## config.mk

```make
export PLATFORM = sky130hd
export DESIGN_NAME = wb_cmd_master_flat
export DESIGN_NICKNAME = d
export VERILOG_FILES = /design/src/rtl/wb_cmd_master_if.sv /design/src/rtl/wb_cmd_master.sv /design/src/flat_wrapper.sv
export SDC_FILE = /design/constraint.sdc
export NUM_CORES = 1
export LEC_CHECK = 0
export BUFFER_PORTS_ARGS = -buffer_cell sky130_fd_sc_hd__buf_2
export CORE_MARGIN = 5
export CORE_UTILIZATION = 49
export DETAILED_ROUTE_END_ITERATION = 7
export PLACE_DENSITY_LB_ADDON = 0.3
export SKIP_CTS_REPAIR_TIMING = 1
export SLEW_MARGIN = 15
export SYNTH_ARGS = -nofsm -noshare
export SYNTH_HDL_FRONTEND = slang
export SYNTH_SLANG_ARGS = --single-unit
```

## constraint.sdc

```tcl
create_clock -name clk_i -period 4.5 [get_ports clk_i]
set_clock_uncertainty 0.15 [all_clocks]
set_input_delay 0.225 -clock clk_i [delete_from_list [all_inputs] [get_ports clk_i]]
set_output_delay 0.225 -clock clk_i [all_outputs]
set_load 0.02 [all_outputs]
```

## src/rtl/wb_cmd_master_if.sv

```systemverilog
// Bundles the command/response streams and the Wishbone master-side bus of wb_cmd_master.
// The master modport is the master's own view. The slave modport is the view of the environment around it.
interface wb_cmd_master_if #(
  parameter int ADR_WIDTH = 32,
  parameter int DAT_WIDTH = 32,
  parameter int SEL_WIDTH = DAT_WIDTH / 8
);
  logic                 cmd_valid_i;
  logic                 cmd_ready_o;
  logic                 cmd_we_i;
  logic [ADR_WIDTH-1:0] cmd_adr_i;
  logic [DAT_WIDTH-1:0] cmd_dat_i;
  logic [SEL_WIDTH-1:0] cmd_sel_i;

  logic                 rsp_valid_o;
  logic                 rsp_ready_i;
  logic [DAT_WIDTH-1:0] rsp_dat_o;
  logic [1:0]           rsp_status_o;

  logic                 cyc_o;
  logic                 stb_o;
  logic                 we_o;
  logic [ADR_WIDTH-1:0] adr_o;
  logic [DAT_WIDTH-1:0] dat_o;
  logic [SEL_WIDTH-1:0] sel_o;
  logic                 tga_o;
  logic                 tgc_o;
  logic                 tgd_o;
  logic [DAT_WIDTH-1:0] dat_i;
  logic                 ack_i;
  logic                 err_i;
  logic                 rty_i;

  modport master (
    input  cmd_valid_i, cmd_we_i, cmd_adr_i, cmd_dat_i, cmd_sel_i,
    output cmd_ready_o,
    output rsp_valid_o, rsp_dat_o, rsp_status_o,
    input  rsp_ready_i,
    output cyc_o, stb_o, we_o, adr_o, dat_o, sel_o, tga_o, tgc_o, tgd_o,
    input  dat_i, ack_i, err_i, rty_i
  );

  modport slave (
    output cmd_valid_i, cmd_we_i, cmd_adr_i, cmd_dat_i, cmd_sel_i,
    input  cmd_ready_o,
    input  rsp_valid_o, rsp_dat_o, rsp_status_o,
    output rsp_ready_i,
    input  cyc_o, stb_o, we_o, adr_o, dat_o, sel_o, tga_o, tgc_o, tgd_o,
    output dat_i, ack_i, err_i, rty_i
  );
endinterface

```

## src/rtl/wb_cmd_master.sv

```systemverilog
// Wishbone classic-cycle master: one valid/ready command becomes one bus cycle, with bounded
// retry and a no-answer timeout, and the outcome is returned on a valid/ready response stream.
module wb_cmd_master #(
  parameter int ADR_WIDTH = 32,
  parameter int DAT_WIDTH = 32,
  parameter int SEL_WIDTH = DAT_WIDTH / 8,
  parameter int MAX_RETRY = 3,
  parameter int TIMEOUT   = 255
) (
  input  logic                clk_i,
  input  logic                rst_n_i,
  wb_cmd_master_if.master     bus
);

  localparam int RETRY_W = (MAX_RETRY > 0) ? $clog2(MAX_RETRY + 1) : 1;
  localparam int TMO_W   = $clog2(TIMEOUT + 1);
  localparam logic [RETRY_W-1:0] RETRY_LAST = RETRY_W'(MAX_RETRY);
  localparam logic [TMO_W-1:0]   TMO_LAST   = TMO_W'(TIMEOUT - 1);

  localparam logic [1:0] ST_OK  = 2'b00;
  localparam logic [1:0] ST_ERR = 2'b01;
  localparam logic [1:0] ST_RTY = 2'b10;
  localparam logic [1:0] ST_TMO = 2'b11;

  typedef enum logic [1:0] {IDLE, BUS, BACKOFF, RESP} state_t;

  state_t               state, state_nxt;
  logic                 cmd_ready, cmd_ready_nxt;
  logic                 rsp_valid, rsp_valid_nxt;
  logic [DAT_WIDTH-1:0] rsp_dat, rsp_dat_nxt;
  logic [1:0]           rsp_status, rsp_status_nxt;
  logic                 cyc, cyc_nxt;
  logic                 we, we_nxt;
  logic [ADR_WIDTH-1:0] adr, adr_nxt;
  logic [DAT_WIDTH-1:0] dat, dat_nxt;
  logic [SEL_WIDTH-1:0] sel, sel_nxt;
  logic [RETRY_W-1:0]   retry_cnt, retry_nxt;
  logic [TMO_W-1:0]     tmo_cnt, tmo_nxt;
  logic                 accept;

  assign accept = (state == IDLE) && cmd_ready && bus.cmd_valid_i;

  always_ff @(posedge clk_i) begin
    if (!rst_n_i) begin
      state      <= IDLE;
      cmd_ready  <= 1'b0;
      rsp_valid  <= 1'b0;
      rsp_dat    <= '0;
      rsp_status <= ST_OK;
      cyc        <= 1'b0;
      we         <= 1'b0;
      adr        <= '0;
      dat        <= '0;
      sel        <= '0;
      retry_cnt  <= '0;
      tmo_cnt    <= '0;
    end else begin
      state      <= state_nxt;
      cmd_ready  <= cmd_ready_nxt;
      rsp_valid  <= rsp_valid_nxt;
      rsp_dat    <= rsp_dat_nxt;
      rsp_status <= rsp_status_nxt;
      cyc        <= cyc_nxt;
      we         <= we_nxt;
      adr        <= adr_nxt;
      dat        <= dat_nxt;
      sel        <= sel_nxt;
      retry_cnt  <= retry_nxt;
      tmo_cnt    <= tmo_nxt;
    end
  end

  // Terminations are only looked at in BUS; outside it the intercon may leave them floating.
  always_comb begin
    state_nxt = state;
    unique case (state)
      IDLE:    if (accept) state_nxt = BUS;
      BUS: begin
        if (bus.err_i || bus.ack_i)         state_nxt = RESP;
        else if (bus.rty_i)                 state_nxt = (retry_cnt == RETRY_LAST) ? RESP : BACKOFF;
        else if (tmo_cnt == TMO_LAST)       state_nxt = RESP;
      end
      BACKOFF: state_nxt = BUS;
      RESP:    if (bus.rsp_ready_i) state_nxt = IDLE;
      default: state_nxt = IDLE;
    endcase
  end

  always_comb begin
    cmd_ready_nxt  = (state == IDLE) && !accept;
    rsp_valid_nxt  = (state_nxt == RESP);
    cyc_nxt        = (state_nxt == BUS);
    rsp_dat_nxt    = rsp_dat;
    rsp_status_nxt = rsp_status;
    we_nxt         = we;
    adr_nxt        = adr;
    dat_nxt        = dat;
    sel_nxt        = sel;
    retry_nxt      = retry_cnt;
    tmo_nxt        = tmo_cnt;
    unique case (state)
      IDLE: begin
        if (accept) begin
          we_nxt    = bus.cmd_we_i;
          adr_nxt   = bus.cmd_adr_i;
          dat_nxt   = bus.cmd_dat_i;
          sel_nxt   = bus.cmd_sel_i;
          retry_nxt = '0;
          tmo_nxt   = '0;
        end
      end
      // err beats ack beats rty; any termination in the last cycle beats the timeout
      BUS: begin
        if (bus.err_i) begin
          rsp_dat_nxt    = '0;
          rsp_status_nxt = ST_ERR;
        end else if (bus.ack_i) begin
          rsp_dat_nxt    = we ? '0 : bus.dat_i;
          rsp_status_nxt = ST_OK;
        end else if (bus.rty_i) begin
          if (retry_cnt == RETRY_LAST) begin
            rsp_dat_nxt    = '0;
            rsp_status_nxt = ST_RTY;
          end else begin
            retry_nxt = retry_cnt + RETRY_W'(1);
            tmo_nxt   = '0;
          end
        end else if (tmo_cnt == TMO_LAST) begin
          rsp_dat_nxt    = '0;
          rsp_status_nxt = ST_TMO;
        end else begin
          tmo_nxt = tmo_cnt + TMO_W'(1);
        end
      end
      default: ;
    endcase
  end

  assign bus.cmd_ready_o  = cmd_ready;
  assign bus.rsp_valid_o  = rsp_valid;
  assign bus.rsp_dat_o    = rsp_dat;
  assign bus.rsp_status_o = rsp_status;
  assign bus.cyc_o        = cyc;
  assign bus.stb_o        = cyc;
  assign bus.we_o         = we;
  assign bus.adr_o        = adr;
  assign bus.dat_o        = dat;
  assign bus.sel_o        = sel;
  assign bus.tga_o        = 1'b0;
  assign bus.tgc_o        = 1'b0;
  assign bus.tgd_o        = 1'b0;

endmodule

```

## src/flat_wrapper.sv

```systemverilog
// flat-port wrapper written by rule: the top's interface ports become plain ports
module wb_cmd_master_flat 
#(
  parameter int ADR_WIDTH = 32,
  parameter int DAT_WIDTH = 32,
  parameter int SEL_WIDTH = DAT_WIDTH / 8,
  parameter int MAX_RETRY = 3,
  parameter int TIMEOUT   = 255
)
  (clk_i, rst_n_i, bus_cmd_valid_i, bus_cmd_we_i, bus_cmd_adr_i, bus_cmd_dat_i, bus_cmd_sel_i, bus_cmd_ready_o, bus_rsp_valid_o, bus_rsp_dat_o, bus_rsp_status_o, bus_rsp_ready_i, bus_cyc_o, bus_stb_o, bus_we_o, bus_adr_o, bus_dat_o, bus_sel_o, bus_tga_o, bus_tgc_o, bus_tgd_o, bus_dat_i, bus_ack_i, bus_err_i, bus_rty_i);
  wb_cmd_master_if #(.ADR_WIDTH(ADR_WIDTH), .DAT_WIDTH(DAT_WIDTH), .SEL_WIDTH(SEL_WIDTH)) bus_i ();
  input  logic clk_i;
  input  logic rst_n_i;
  input wire logic [$bits(bus_i.cmd_valid_i)-1:0] bus_cmd_valid_i;
  input wire logic [$bits(bus_i.cmd_we_i)-1:0] bus_cmd_we_i;
  input wire logic [$bits(bus_i.cmd_adr_i)-1:0] bus_cmd_adr_i;
  input wire logic [$bits(bus_i.cmd_dat_i)-1:0] bus_cmd_dat_i;
  input wire logic [$bits(bus_i.cmd_sel_i)-1:0] bus_cmd_sel_i;
  output wire logic [$bits(bus_i.cmd_ready_o)-1:0] bus_cmd_ready_o;
  output wire logic [$bits(bus_i.rsp_valid_o)-1:0] bus_rsp_valid_o;
  output wire logic [$bits(bus_i.rsp_dat_o)-1:0] bus_rsp_dat_o;
  output wire logic [$bits(bus_i.rsp_status_o)-1:0] bus_rsp_status_o;
  input wire logic [$bits(bus_i.rsp_ready_i)-1:0] bus_rsp_ready_i;
  output wire logic [$bits(bus_i.cyc_o)-1:0] bus_cyc_o;
  output wire logic [$bits(bus_i.stb_o)-1:0] bus_stb_o;
  output wire logic [$bits(bus_i.we_o)-1:0] bus_we_o;
  output wire logic [$bits(bus_i.adr_o)-1:0] bus_adr_o;
  output wire logic [$bits(bus_i.dat_o)-1:0] bus_dat_o;
  output wire logic [$bits(bus_i.sel_o)-1:0] bus_sel_o;
  output wire logic [$bits(bus_i.tga_o)-1:0] bus_tga_o;
  output wire logic [$bits(bus_i.tgc_o)-1:0] bus_tgc_o;
  output wire logic [$bits(bus_i.tgd_o)-1:0] bus_tgd_o;
  input wire logic [$bits(bus_i.dat_i)-1:0] bus_dat_i;
  input wire logic [$bits(bus_i.ack_i)-1:0] bus_ack_i;
  input wire logic [$bits(bus_i.err_i)-1:0] bus_err_i;
  input wire logic [$bits(bus_i.rty_i)-1:0] bus_rty_i;
  assign bus_i.cmd_valid_i = bus_cmd_valid_i;
  assign bus_i.cmd_we_i = bus_cmd_we_i;
  assign bus_i.cmd_adr_i = bus_cmd_adr_i;
  assign bus_i.cmd_dat_i = bus_cmd_dat_i;
  assign bus_i.cmd_sel_i = bus_cmd_sel_i;
  assign bus_cmd_ready_o = bus_i.cmd_ready_o;
  assign bus_rsp_valid_o = bus_i.rsp_valid_o;
  assign bus_rsp_dat_o = bus_i.rsp_dat_o;
  assign bus_rsp_status_o = bus_i.rsp_status_o;
  assign bus_i.rsp_ready_i = bus_rsp_ready_i;
  assign bus_cyc_o = bus_i.cyc_o;
  assign bus_stb_o = bus_i.stb_o;
  assign bus_we_o = bus_i.we_o;
  assign bus_adr_o = bus_i.adr_o;
  assign bus_dat_o = bus_i.dat_o;
  assign bus_sel_o = bus_i.sel_o;
  assign bus_tga_o = bus_i.tga_o;
  assign bus_tgc_o = bus_i.tgc_o;
  assign bus_tgd_o = bus_i.tgd_o;
  assign bus_i.dat_i = bus_dat_i;
  assign bus_i.ack_i = bus_ack_i;
  assign bus_i.err_i = bus_err_i;
  assign bus_i.rty_i = bus_rty_i;
  wb_cmd_master #(.ADR_WIDTH(ADR_WIDTH), .DAT_WIDTH(DAT_WIDTH), .SEL_WIDTH(SEL_WIDTH), .MAX_RETRY(MAX_RETRY), .TIMEOUT(TIMEOUT)) u_core (.clk_i(clk_i), .rst_n_i(rst_n_i), .bus(bus_i));
endmodule
```

==> metrics.txt, run 1 <==
status finished, violations left; failing checks negative hold slack; Total GRT Usage 0.223; CP required 4.78 ns; starting density of the core 0.497; maxcap violations 0; WP data arrival 2.73 ns; Synth Register Bits 118; Chip Height 103 microns; Post-Syn Area 4270 sq um; Top Ports 218; layout cell share with drive strength beyond 1 0.327; first-pass GRT wire length 18700 microns; TritonCTS Buffers 17; Hold Violations, Final 2; final wirelength 16400 microns; sequential-to-total area share from yosys stat 0.553; Rel. slew slack 0.394; min Tclk post-route approximately 2.4 ns; Hold Slack -0.0101 ns; H-tree Lvls 4; Routed WL per cell 18.0 microns; Vias about 5000; static leakage roughly 0.0032 uW; Synthesis Warnings 0; First-pass DRT Iterations 5; P per Cell Area 417 nW/um^2; Fin Setup TNS 0 ns; Core Util, Final 0.818; grt total ovfl 0; DR iter-0 viols 262; hpwl dp 8820 microns; Vias/cell 5.40; Final Cycle Share 0.544; vias in the first global route around 3900; clock-pin transition on the worst setup and hold timing paths 0.06 ns; worst min-delay path class input pin to flop; Final Net Count 902; Placer Congestion 0.829; worst skew pair latency ~0.50 ns; highest-count cells in the layout ignoring fill and taps buf_2, nand2_1, dfxtp_1; CTS tree done; syn avg cell area 8.85 sq um; die width around 100 microns; CTS Sinks around 120; commonest non-fill, non-tap cell in the layout buf_2; Mapped Cells 483; Max VDD drop 340 uV; DR DRC count 0; synth unique cells 42; IO Port Bufs around 210; worst slew pin tran 0.909 ns; Max Freq 408 MHz; CORE AREA 8590 sq um; Slew Viols, Final 0; Root Driver clkbuf_8; area delta synth->final 64.5%; largest net degree at the start of global routing 79; # rows 34; final setup vio count 0; post-route ant nets 0; antenna violations before repair 1; DIE AREA around 11000 sq um; CP Launch Type flop; Clock Tree Buf Depth 2; Setup crit end kind flop; critical path peak fanout 30; RSZ-0062 raised after global routing no; crit path kind flop to flop
==> Yosys cell counts <==
cell	n	area (sq um)
a2111oi_1	2	20.0
a2111oi_2	1	15.0
a211oi_1	2	15.0
a21o_1	1	7.51
a21oi_1	80	400
a22o_1	32	280
and2_1	1	6.26
and4bb_1	1	12.5
buf_2	2	10.0
buf_4	5	37.5
buf_6	1	11.3
clkbuf_1	29	109
clkinv_1	1	3.75
conb_1	1	3.75
dfxtp_1	118	2360
ha_1	3	37.5
inv_1	3	11.3
mux2i_1	5	50.1
nand2_1	145	544
nand2b_1	1	6.26
nand3_1	11	55.1
nand3b_1	3	22.5
nand4_1	1	6.26
nand4b_1	1	8.76
nor2_1	5	18.8
nor2_2	1	6.26
nor2b_1	2	12.5
nor3_1	3	15.0
nor3b_1	1	7.51
nor4_2	2	25.0
nor4b_4	1	23.8
o2111ai_1	1	8.76
o211ai_1	1	7.51
o21ai_0	3	15.0
o21bai_1	1	7.51
o22ai_1	2	12.5
o311a_1	1	10.0
o31ai_1	2	15.0
or2_2	2	12.5
or3_1	1	6.26
or4_1	3	22.5
or4b_2	1	10.0
==> path summary, 6_finish.rpt <==
path	from	to	slack (ns)	cells past startpoint
setup reg to reg	u_core.state[1]	u_core.tmo_cnt[4]	2.05	4
hold / removal	bus_rsp_ready_i	u_core.state[0]	-0.01	4
hold reg to reg	u_core.bus.adr_o[30]	u_core.bus.adr_o[30]	0.30	2
setup / recovery	u_core.state[1]	u_core.tmo_cnt[4]	2.05	4
==> critical path: stages, from the launching register on <==
cell	delay [ns]
dfxtp_1	0.40
and4bb_2	0.81
o22ai_1	0.32
or4_1	0.54
a21oi_1	0.15
==> routing by layer <==
metal	vias to the layer above	global-route usage	routed length, microns
met2	275	0.356	8650
met5	-	0	0
met1	2330	0.270	5750
li1	2267	-	-
met3	60	0.101	1350
met4	0	0.0677	668
==> registers in the layout, summed over array words and instances (netlist names), 2 cells and up <==
| signal | flops |
|---|---|
| u_core.bus.rsp_status_o | 2 |
| u_core.retry_cnt | 2 |
| u_core.bus.adr_o | 32 |
| u_core.state | 2 |
| u_core.bus.sel_o | 4 |
| u_core.tmo_cnt | 8 |
| u_core.bus.dat_o | 32 |
| u_core.bus.rsp_dat_o | 32 |
==> power breakdown <==
group,switching (uW),internal [uW]
clock,514,864
sequential,34.3,1100
combinational,247,176
total,795,2140
==> cell families (layout without fill, tap and decap cells) <==
logic type                 Yosys count  in the layout  synth area share
DFF                                118            118             0.553
other                                1              4          0.000878
and+or+nand+nor                    186            186             0.192
AOI/OAI and AO/OA                  129            129             0.191
muxes                                5              5            0.0117
buffers and inverters               41            360            0.0428
adders and majority gates            3              3           0.00879
==> layout make-up <==
type	count	area, sq um
sequential	118	2360
timing repair buffer	324	2160
multi-input combinational	326	1750
fill	477	1560
clock buffer	18	428
clock inverter	14	175
tap	108	135
inverter	4	15.0
antenna	1	2.50
==> through the flow <==
step / area [sq um] / hold WS [ns] / power (uW) / std cells / worst slack (ns)
finish: 7030 / -0.0101 / 2930 / 913 / 2.05
CTS: 5980 / -0.246 / 2830 / 807 / 2.10
detailed placement: 5370 / 0.289 / 1480 / 775 / 2.13
floorplan: 4280 / 0.162 / 1350 / 485 / 2.67
global placement: 5370 / 0.285 / 1470 / 775 / 2.19
global route: 7030 / 0.00489 / 3020 / 913 / 1.89
Note: power is estimated with default switching activity, not from simulation.
==> run 2, diff against run 1 <==
--- a/config.mk
+++ b/config.mk
@@ -5,9 +5,10 @@
 export SDC_FILE = /design/constraint.sdc
 export NUM_CORES = 1
 export LEC_CHECK = 0
+export ABC_AREA = 1
 export BUFFER_PORTS_ARGS = -buffer_cell sky130_fd_sc_hd__buf_2
 export CORE_MARGIN = 5
-export CORE_UTILIZATION = 49
+export CORE_UTILIZATION = 47
 export DETAILED_ROUTE_END_ITERATION = 7
 export PLACE_DENSITY_LB_ADDON = 0.3
 export SKIP_CTS_REPAIR_TIMING = 1
==> constraint.sdc (replaced) <==
create_clock -name clk_i -period 2.4 [get_ports clk_i]
set_clock_uncertainty 0.15 [all_clocks]
set_input_delay 0.12 -clock clk_i [delete_from_list [all_inputs] [get_ports clk_i]]
set_output_delay 0.12 -clock clk_i [all_outputs]
set_load 0.02 [all_outputs]
==> metrics.txt, run 2 <==
Max Freq 491 MHz (+20%); Slowest cell on crit path dfxtp_1; # rows 36 (+5.9%); Max VDD drop 495 uV (+46%); Placer Congestion 0.851 (+2.6%); die width 110 microns (+6.9%); worst r2r src u_core.tmo_cnt[0]; Clock Tree Buf Depth 2 (unchanged); TritonCTS Buffers 17 (unchanged); clock-pin transition on the worst setup and hold timing paths 0.06 ns (about the same); r2r worst-path depth 10 (+6); hpwl dp 9820 microns (+11%); DR iter-0 viols 477 (+82%); P per Cell Area 810 nW/um^2 (+94%); Setup crit end kind flop; WHS Endpoint u_core.bus.rsp_status_o[0]; Vias 5482 (+11%); Vias/cell 4.91 (-9.1%); starting density of the core 0.483 (-0.0139); Mapped Cells 662 (+37%); Synthesis Warnings 0 (unchanged); highest-count cells in the layout ignoring fill and taps buf_2, nor2_1, dfxtp_1; Final Net Count 1082 (+20%); count leader, synth nor2_1; Total GRT Usage 0.213 (-0.0101); DIE AREA 12200 sq um (+14%); Fin Setup TNS 0 ns (unchanged); number of enable flip-flop cells after synthesis 0 (unchanged); final wirelength 16400 microns (-0.33%); worst min-delay path class input pin to flop; sequential-to-total area share from yosys stat 0.498 (-0.0551); layout cell share with drive strength beyond 1 0.265 (-0.0619); reg2reg end u_core.bus.rsp_dat_o[4]; Hold Violations, Final 0 (-2); post-synth top area cell dfxtp_1; Final Cycle Share 0.849 (+0.305); Slowest Stage Delay on Critical Path 0.34 ns (-0.47 ns); area delta synth->final 59.0%; Antenna diodes 0 (-1); Routed WL per cell 14.6 microns (-19%); grt total ovfl 0 (unchanged); synth cell count leaders nor2_1, dfxtp_1, nand2_1; first-pass GRT wire length 21900 microns (+17%); RSZ-0062 raised after global routing no; CP required 2.65 ns (-2.13 ns); Worst Path Buf+Inv 2 (+2); status finished clean; total power 6110 uW (+110%); CTS tree done; CORE AREA 9820 sq um (+14%); Rel. slew slack 0.587 (+0.193); main flop type after synthesis dfxtp_1; final setup vio count 0 (unchanged); Top Family by Delay on Critical Path simple AND/OR/NAND/NOR gates; r2r setup slk 0.36 ns (-1.69 ns); maxcap violations 0 (unchanged); top cells by area, synth dfxtp_1, nor2_1, nand2_1; Chip Height 110 microns (+6.9%); critical path peak fanout 35 (+17%); crit path kind flop to flop; worst skew pair latency 0.50 ns (about the same); static leakage 0.00368 uW (+16%); synth unique cells 29 (-31%); cell count of the worst hold path 4 (unchanged); CP Cell Sequence inv_1 -> ha_1 -> nand2_1 -> nor2_1 -> nand2_2 -> nand2_4 -> nand3_4 -> buf_12 -> a21oi_1 -> nor2_1; syn avg cell area 7.17 sq um (-19%); antenna violations before repair 0 (-1); DR DRC count 0 (unchanged); Root Driver clkbuf_8; Top Ports 218 (unchanged); worst slew pin tran 0.618 ns (-0.291 ns); critical path's most frequent cell nor2_1; CTS Sinks 118 (unchanged); IO Port Bufs 214 (unchanged); CP Launch Type flop; First-pass DRT Iterations 5 (unchanged); post-route ant nets 0 (unchanged); Synth Register Bits 118 (unchanged); min Tclk post-route 2.04 ns (-0.411 ns); H-tree Lvls 4 (unchanged); Post-Syn Area 4750 sq um (+11%); vias in the first global route 4783 (+23%); hold path start bus_ack_i; largest net degree at the start of global routing 64 (-19%); Slew Viols, Final 0 (unchanged); WP data arrival 2.28 ns (-0.45 ns); top cell type's share of synthesized area 0.498 (-0.0551); commonest non-fill, non-tap cell in the layout buf_2; post-synthesis async set-or-reset flop share 0 (unchanged)
run 2: cell count changes in the layout (fill, tap and decap cells not counted), moves of 32 or more:
cell	change
nor2_1	+189
inv_1	+48
a21oi_1	-39
o21ai_0	+68
nand2_1	-44
a22o_1	-32
run 2: kinds of logic after synthesis:
logic type | Yosys count | share of synthesized area
buf+inv | 94 | 0.0886
other cells | 1 | 0.000790
compound gates | 115 | 0.122
simple gates | 331 | 0.283
flops | 118 | 0.498
fa+ha+maj | 3 | 0.00791
run 2: worst max-delay path by stage:
stage	endpoint	cells after the start	slack [ns]	from
global route	u_core.bus.rsp_dat_o[17]	10	0.19	u_core.tmo_cnt[0]
detailed placement	u_core.bus.rsp_dat_o[4]	10	0.37	u_core.tmo_cnt[0]
floorplan	u_core.bus.rsp_dat_o[10]	10	0.79	u_core.tmo_cnt[0]
CTS	u_core.bus.rsp_dat_o[4]	10	0.36	u_core.tmo_cnt[0]
global placement	u_core.bus.rsp_dat_o[9]	10	0.51	u_core.tmo_cnt[0]
finish	u_core.bus.rsp_dat_o[4]	10	0.36	u_core.tmo_cnt[0]
run 2: per-stage QoR:
| step | hold slack [ns] | instance area, sq um | instances | util | setup slack [ns] |
|---|---|---|---|---|---|
| finish | 0.0204 | 7550 | 1117 | 0.769 | 0.362 |
| global route | 0.0547 | 7550 | 1117 | 0.769 | 0.195 |
| CTS | -0.319 | 6440 | 1006 | 0.655 | 0.360 |
| detailed placement | 0.205 | 5830 | 974 | 0.594 | 0.375 |
| global placement | 0.197 | 5830 | 974 | 0.594 | 0.506 |
| floorplan | 0.108 | 4750 | 664 | - | 0.793 |
run 2: where the power goes:
group          total, uW  leakage (uW)  internal, uW  switching, uW
Sequential          2270      0.000964          2160            113
Combinational       1300       0.00244           503            796
Clock               2540      0.000278          1660            876
run 2: layout make-up:
| type | count | area (sq um) |
|---|---|---|
| clock buffers | 21 | 459 |
| flip-flops and latches | 118 | 2360 |
| repair buffers | 330 | 2240 |
| multi-input cells | 452 | 1970 |
| fillers | 651 | 2270 |
| clock inverters | 11 | 149 |
| well taps | 133 | 166 |
| inverters | 52 | 195 |
run 2: worst register-to-register path: stages, from the launching register on:
cell and delay, ns:
dfxtp_1 0.34, inv_1 0.09, ha_1 0.16, nand2_1 0.05, nor2_1 0.15, nand2_2 0.11, nand2_4 0.11, nand3_4 0.28
buf_12 0.29, a21oi_1 0.14, nor2_1 0.06
run 2: per-layer routing:
layer / track usage / share of wire / vias up
li1: - / - / 2687
met1: 0.232 / 0.38 / 2460
met2: 0.360 / 0.50 / 299
met3: 0.0979 / 0.098 / 36
met4: 0.0813 / 0.028 / 0
met5: 0 / 0 / -
